`config.mk`:
```
export PLATFORM = sky130hd
export DESIGN_NAME = ma_seq
export DESIGN_NICKNAME = d
export VERILOG_FILES = /design/src/rtl/ma_seq_pkg.sv /design/src/rtl/ma_bus_if.sv /design/src/rtl/ma_seq.sv
export SDC_FILE = /design/constraint.sdc
export NUM_CORES = 1
export LEC_CHECK = 0
export BUFFER_PORTS_ARGS = -buffer_cell sky130_fd_sc_hd__buf_2
export CAP_MARGIN = 20
export CELL_PAD_IN_SITES_DETAIL_PLACEMENT = 0
export CELL_PAD_IN_SITES_GLOBAL_PLACEMENT = 2
export CORE_UTILIZATION = 35
export CTS_BUF_LIST = sky130_fd_sc_hd__clkbuf_8 sky130_fd_sc_hd__clkbuf_16
export DETAILED_ROUTE_END_ITERATION = 6
export GPL_TIMING_DRIVEN = 0
export PLACE_DENSITY_LB_ADDON = 0.05
export SLEW_MARGIN = 20
export SYNTH_ARGS = -nofsm -noshare
export SYNTH_HDL_FRONTEND = slang
export SYNTH_SLANG_ARGS = --single-unit
```
`constraint.sdc`:
```
create_clock -name clk -period 6.4 [get_ports clk]
set_clock_uncertainty 0.2 [all_clocks]
set_input_delay 0 -clock clk [delete_from_list [all_inputs] [get_ports clk]]
set_output_delay 0 -clock clk [all_outputs]
set_load 0.01 [all_outputs]
```
`src/rtl/ma_seq_pkg.sv`:
```
// Shared constants for the memory-reference sequencer.
package ma_seq_pkg;

  localparam logic [2:0] OP_AND = 3'd0;
  localparam logic [2:0] OP_TAD = 3'd1;
  localparam logic [2:0] OP_ISZ = 3'd2;
  localparam logic [2:0] OP_DCA = 3'd3;
  localparam logic [2:0] OP_JMS = 3'd4;
  localparam logic [2:0] OP_JMP = 3'd5;
  localparam logic [2:0] OP_IOT = 3'd6;
  localparam logic [2:0] OP_OPR = 3'd7;

  localparam logic [11:0] AI_LO_DEF = 12'o0010;
  localparam logic [11:0] AI_HI_DEF = 12'o0017;

  typedef enum logic [2:0] {
    S_IDLE,
    S_IND_RD,
    S_IND_WR,
    S_OP_RD,
    S_OP_WR,
    S_FIN
  } state_t;

  // Operand cycle that follows once the pointer is known.
  function automatic state_t operand_state(input logic [2:0] op);
    state_t s;
    case (op)
      OP_AND, OP_TAD, OP_ISZ: s = S_OP_RD;
      OP_DCA, OP_JMS:         s = S_OP_WR;
      default:                s = S_FIN;
    endcase
    return s;
  endfunction

endpackage

```
`src/rtl/ma_bus_if.sv`:
```
// Request/acknowledge holding register for the external memory.
module ma_bus_if
  import ma_seq_pkg::*;
#(
  parameter int unsigned FIELD_W = 3
) (
  input  logic               clk,
  input  logic               reset,
  input  logic               i_issue,
  input  logic               i_we,
  input  logic [FIELD_W+11:0] i_addr,
  input  logic [11:0]        i_wdata,
  input  logic               i_ack,
  output logic               o_req,
  output logic               o_we,
  output logic [FIELD_W+11:0] o_addr,
  output logic [11:0]        o_wdata,
  output logic               o_complete
);

  logic               r_req;
  logic               r_we;
  logic [FIELD_W+11:0] r_addr;
  logic [11:0]        r_wdata;

  // An ack only counts while a request is outstanding.
  assign o_complete = r_req & i_ack;

  always_ff @(posedge clk) begin
    if (reset) begin
      r_req   <= 1'b0;
      r_we    <= 1'b0;
      r_addr  <= '0;
      r_wdata <= '0;
    end else if (o_complete) begin
      r_req <= 1'b0;
    end else if (i_issue && !r_req) begin
      r_req   <= 1'b1;
      r_we    <= i_we;
      r_addr  <= i_addr;
      r_wdata <= i_wdata;
    end
  end

  assign o_req   = r_req;
  assign o_we    = r_we;
  assign o_addr  = r_addr;
  assign o_wdata = r_wdata;

endmodule

```
`src/rtl/ma_seq.sv`:
```
// PDP-8 memory-reference sequencer with front-panel load/deposit/examine.
module ma_seq
  import ma_seq_pkg::*;
#(
  parameter int unsigned FIELD_W = 3,
  parameter logic [11:0] AI_LO   = AI_LO_DEF,
  parameter logic [11:0] AI_HI   = AI_HI_DEF
) (
  input  logic               clk,
  input  logic               reset,
  input  logic               start,
  input  logic [11:0]        instruction,
  input  logic [11:0]        pc,
  input  logic [11:0]        ac,
  input  logic [11:0]        sr,
  input  logic [FIELD_W-1:0] IF,
  input  logic [FIELD_W-1:0] DF,
  input  logic               addr_loadd,
  input  logic               depd,
  input  logic               examd,
  output logic               mem_req,
  output logic               mem_we,
  output logic [FIELD_W+11:0] mem_addr,
  output logic [11:0]        mem_wdata,
  input  logic [11:0]        mem_rdata,
  input  logic               mem_ack,
  output logic [FIELD_W+11:0] eaddr,
  output logic [11:0]        mdout,
  output logic               skip,
  output logic               jump,
  output logic               busy,
  output logic               done
);

  localparam int unsigned AW = FIELD_W + 12;

  // PDP-8 bit 0 is the MSB: [0:2] -> [11:9], [3] -> [8], [4] -> [7], [5:11] -> [6:0].
  logic [2:0]  w_opcode;
  logic        w_ind;
  logic [11:0] w_base;
  logic        w_ai;
  logic [11:0] w_rd_inc;

  assign w_opcode = instruction[11:9];
  assign w_ind    = instruction[8];
  assign w_base   = {instruction[7] ? pc[11:7] : 5'b0, instruction[6:0]};
  assign w_ai     = (w_base >= AI_LO) && (w_base <= AI_HI);
  assign w_rd_inc = mem_rdata + 12'd1;

  state_t              r_state;
  state_t              w_next;
  logic [2:0]          r_op;
  logic                r_panel;
  logic                r_ai;
  logic [11:0]         r_base;
  logic [FIELD_W-1:0]  r_if;
  logic [FIELD_W-1:0]  r_field;
  logic [11:0]         r_ptr;
  logic [11:0]         r_wdata;
  logic [AW-1:0]       r_eaddr;
  logic [11:0]         r_mdout;
  logic                r_skip;
  logic                r_jump;
  logic [AW-1:0]       r_panel_addr;

  logic                w_issue;
  logic                w_we;
  logic [AW-1:0]       w_addr;
  logic [11:0]         w_wdata;
  logic                w_complete;

  ma_bus_if #(.FIELD_W(FIELD_W)) u_bus (
    .clk        (clk),
    .reset      (reset),
    .i_issue    (w_issue),
    .i_we       (w_we),
    .i_addr     (w_addr),
    .i_wdata    (w_wdata),
    .i_ack      (mem_ack),
    .o_req      (mem_req),
    .o_we       (mem_we),
    .o_addr     (mem_addr),
    .o_wdata    (mem_wdata),
    .o_complete (w_complete)
  );

  always_ff @(posedge clk) begin
    if (reset) r_state <= S_IDLE;
    else       r_state <= w_next;
  end

  // Each memory state issues once the previous request has dropped, then waits for completion.
  always_comb begin
    w_next  = r_state;
    w_issue = 1'b0;
    w_we    = 1'b0;
    w_addr  = r_eaddr;
    w_wdata = r_wdata;
    case (r_state)
      S_IDLE: begin
        if (start) begin
          if (w_opcode == OP_IOT || w_opcode == OP_OPR) w_next = S_FIN;
          else if (w_ind)                               w_next = S_IND_RD;
          else                                          w_next = operand_state(w_opcode);
        end else if (!addr_loadd && depd) begin
          w_next = S_OP_WR;
        end else if (!addr_loadd && examd) begin
          w_next = S_OP_RD;
        end
      end
      S_IND_RD: begin
        w_issue = !mem_req;
        w_addr  = {r_if, r_base};
        if (w_complete) w_next = r_ai ? S_IND_WR : operand_state(r_op);
      end
      S_IND_WR: begin
        w_issue = !mem_req;
        w_we    = 1'b1;
        w_addr  = {r_if, r_base};
        w_wdata = r_ptr;
        if (w_complete) w_next = operand_state(r_op);
      end
      S_OP_RD: begin
        w_issue = !mem_req;
        if (w_complete) w_next = (!r_panel && r_op == OP_ISZ) ? S_OP_WR : S_FIN;
      end
      S_OP_WR: begin
        w_issue = !mem_req;
        w_we    = 1'b1;
        if (w_complete) w_next = S_FIN;
      end
      S_FIN:   w_next = S_IDLE;
      default: w_next = S_IDLE;
    endcase
  end

  // r_eaddr doubles as the operand address for both instruction and panel cycles.
  always_ff @(posedge clk) begin
    if (reset) begin
      r_op         <= '0;
      r_panel      <= 1'b0;
      r_ai         <= 1'b0;
      r_base       <= '0;
      r_if         <= '0;
      r_field      <= '0;
      r_ptr        <= '0;
      r_wdata      <= '0;
      r_eaddr      <= '0;
      r_mdout      <= '0;
      r_skip       <= 1'b0;
      r_jump       <= 1'b0;
      r_panel_addr <= '0;
    end else begin
      case (r_state)
        S_IDLE: begin
          if (start) begin
            r_op    <= w_opcode;
            r_panel <= 1'b0;
            r_ai    <= w_ai;
            r_base  <= w_base;
            r_if    <= IF;
            r_field <= (w_ind && w_opcode < OP_JMS) ? DF : IF;
            r_wdata <= (w_opcode == OP_JMS) ? pc + 12'd1 : ac;
            r_skip  <= 1'b0;
            r_jump  <= (w_opcode == OP_JMS) || (w_opcode == OP_JMP);
            if (!w_ind && w_opcode < OP_IOT) r_eaddr <= {IF, w_base};
          end else if (addr_loadd) begin
            r_panel_addr <= {IF, sr};
            r_eaddr      <= {IF, sr};
          end else if (depd || examd) begin
            r_panel <= 1'b1;
            r_wdata <= sr;
            r_eaddr <= r_panel_addr;
            r_skip  <= 1'b0;
            r_jump  <= 1'b0;
          end
        end
        S_IND_RD: begin
          if (w_complete) begin
            r_ptr   <= w_rd_inc;
            r_eaddr <= {r_field, r_ai ? w_rd_inc : mem_rdata};
          end
        end
        S_OP_RD: begin
          if (w_complete) begin
            r_mdout <= mem_rdata;
            r_wdata <= w_rd_inc;
            if (r_panel) r_panel_addr <= {r_panel_addr[AW-1:12], r_panel_addr[11:0] + 12'd1};
          end
        end
        S_OP_WR: begin
          if (w_complete) begin
            r_mdout <= r_wdata;
            if (r_panel) begin
              r_panel_addr <= {r_panel_addr[AW-1:12], r_panel_addr[11:0] + 12'd1};
            end else begin
              r_skip <= (r_op == OP_ISZ) && (r_wdata == '0);
              if (r_op == OP_JMS) r_eaddr <= {r_eaddr[AW-1:12], r_eaddr[11:0] + 12'd1};
            end
          end
        end
        default: ;
      endcase
    end
  end

  assign eaddr = r_eaddr;
  assign mdout = r_mdout;
  assign skip  = r_skip;
  assign jump  = r_jump;
  assign busy  = (r_state != S_IDLE);
  assign done  = (r_state == S_FIN);

endmodule

```
==> reports/metrics.cfg <==
[timing]
max_freq_ghz=0.338
drv_slew=0
relSlewSlack_pct=38.2
min_period_ns=2.96
setup_viol=0
final_hold_viol_count=0
setup_tns_ns=0
worstMarginPinSlew_ns=0.920
rsz0062_at_grt=false
hold-worst-slack_ns=0.0192
timing.final.crit_share_pct=46.2

[grt]
grt_pass1_vias=7349
grt_first_pass_wirelength_um=44400
grt_max_degree=17
grt_overflow=0
gr-usage-all-layers_pct=29.0
antenna_found_initial=0

[clocking]
cts_root_buffer=clkbuf_16
cts_buffer_depth=2
htree_levels=4
cts_tree=built
cts_buffers=17
cts_sinks=123
cts_setup_buffers=0
cts.clk_slew.worst_paths_ns=0.06
insertion_delay_ns=0.42

[min_path]
hp-class=in2reg

[synthesis]
synth_largest_area_cell=dfxtp_1
async_reset_ff_share_pct=0
synthFlopType=dfxtp_1
synth_area_leaders=dfxtp_1, nand2_1, nor2_1, o21ai_0, mux2i_1
synth.avg_cell_area_um2=7.66
yosysWarnings=0
synthDistinctLibCells=74
ys_seq_area_share_pct=34.7
synthCells=927
yosys.area.top_type_share_pct=34.7
syn-num-nets=1004
netlist_area_mm2=0.00710
ys_seq_elements=123
synth_edf_count=0

[run]
drv_cap=0

[worst_setup_path]
path_cells=buf_6 > nor3_4 > inv_2 > or3_1 > buf_6 > nand2_1 > buf_2 > a211o_1 > o21ai_0 > dlygate4sd3_1
crit_fanout=10
setup.worst_path.end_class=flop
required_ns=6.51
critPathLaunchType=flop
critPathMaxStageDelay_ns=0.56
crit_top_cell=buf_6
timing_worst_setup_path_type=reg2reg
crit_buf_inv=5
cp.arrival_ns=3.06
crit_family=buffers and inverters
cpMaxStageDelayCell=dlygate4sd3_1

[finish]
antenna_cells=0
nFillCells=2077
drive_gt1_share_pct=17.0
final_cells=1417
area.sequential_mm2=0.00246
synthToLayoutAreaGrowth_pct=31.9
fin_nets=1216
post-route-util_pct=47.7
multi_input_area_mm2=0.00419

[floorplan]
io-pin-count=133
coreArea_mm2=0.0197
rows=51
die_x_um=144
fp.dieH_um=144
start_util_pct=36.1
dieArea_mm2=0.0209

[pwr]
ir_drop_mv=0.180
p_leak_nw=3.57
power_density_mw_per_mm2=402

[placed_design]
hpwl_um=22400
dp.cells=1314
port_buffers=122
gp_congestion=0.935

[drt]
vias=7862
wl_met2_um=13800
drtAntennaViolNets=0
highest_layer=met4
wl_um=29600
drc_errors=0
first_iter_violations=557
drt-pass1-iter-count=6
vias_per_cell=5.55
wl_met1_um=13600
routedWlPerCell_um=20.9
wl_met3_um=1710

[run_status]
outcome=finished clean

-- where the power goes --
part           internal (W)  switching [W]  leakage (nW)  total (W)
Sequential         0.000955       0.000190          1.01    0.00115
Combinational      0.000587       0.000997          2.27    0.00158
Clock              0.000621       0.000418         0.295    0.00104
Total               0.00216        0.00161          3.57    0.00377
-- cell usage after synthesis, types with 3 or more instances --
cell type and number:
o22ai_1 5, dfxtp_1 123, nor2b_1 9, nor3b_1 4, nor2_1 97, buf_6 7
nor4_1 8, a31o_2 3, and2_1 5, buf_1 8, a221oi_1 7, xnor2_1 15
mux2_2 6, nand2_1 129, o21ai_0 68, a211oi_1 39, ha_1 4, o31ai_1 8
o21a_1 7, or4_1 8, o221ai_1 3, inv_1 16, nand2b_1 3, buf_2 12
nor3_1 18, nand4_1 10, a311oi_1 28, mux2i_1 31, nand3_1 36, a21oi_1 61
and3_1 9, xor2_1 15, or3_1 7, a21boi_0 3, o211ai_1 4, a31oi_1 9
clkbuf_1 53, o32ai_1 3
-- worst min-delay path, stage by stage --
cell and delay [ns]:
buf_2 0.12, a21oi_1 0.11, o21ai_0 0.24, a41oi_1 0.11
-- logic make-up after synthesis --
logic type / share of synthesized area (%)
simple gates: 23.4
fa+ha+maj: 0.705
buf+inv: 6.24
compound gates: 26.0
xor+xnor: 3.70
mux: 5.32
flops: 34.7
-- path summary, 6_finish.rpt --
kind	end	from	slack [ns]	cells past startpoint
max	r_wdata[5]	r_state[2]	3.44	10
max reg2reg	r_wdata[5]	r_state[2]	3.44	10
min reg2reg	r_base[1]	r_base[1]	0.26	2
min	r_state[0]	depd	0.02	4
-- registers in the layout, summed over array words and instances (netlist names) --
register,count
r_panel_addr,15
r_field,3
r_ptr,12
skip,1
r_wdata,12
r_base,12
jump,1
u_bus.o_wdata,12
eaddr,15
r_ai,1
r_if,3
r_state,3
u_bus.o_req,1
mdout,12
r_panel,1
u_bus.o_we,1
r_op,3
u_bus.o_addr,15
-- per-layer routing --
metal,global-route usage (%),vias up
met5,0,-
met4,7.53,0
met3,5.13,29
met2,47.2,262
met1,39.3,3751
li1,-,3820
-- cell type report --
class                      instances  area share (%)
tap                              265            3.54
sequential                       123            26.3
buffer                            81            4.01
clock inverter                    15            2.02
inverter                          18           0.721
timing repair buffer             193            14.1
clock buffer                      17            4.54
multi-input combinational        705            44.8
-- placed cells by master (no fill, tap or decap), types with 18 or more instances in the layout --
master	instances
a21oi_1	61
dfxtp_1	123
o21ai_0	68
nand2_1	129
mux2i_1	31
nor2_1	97
a211oi_1	39
dlygate4sd3_1	71
nor3_1	18
clkbuf_1	53
nand3_1	36
a311oi_1	28
buf_2	134
-- through the flow --
stage                     worst slack (ns)  total power [W]  cell area [µm²]
final                                 3.44          0.00377             9370
after global routing                  3.33          0.00401             9370
after CTS                             3.46          0.00377             9370
after detailed placement              3.66          0.00269             8040
after global placement                3.69          0.00270             8040
after floorplan                       4.28          0.00212             7100
-- repair_timing --
item	4_1_cts	5_1_grt
endpoints found under the hold margin	82	0
hold buffers	71	0
resized for setup	0	0
No activity file was read; power rests on OpenSTA's default activity.
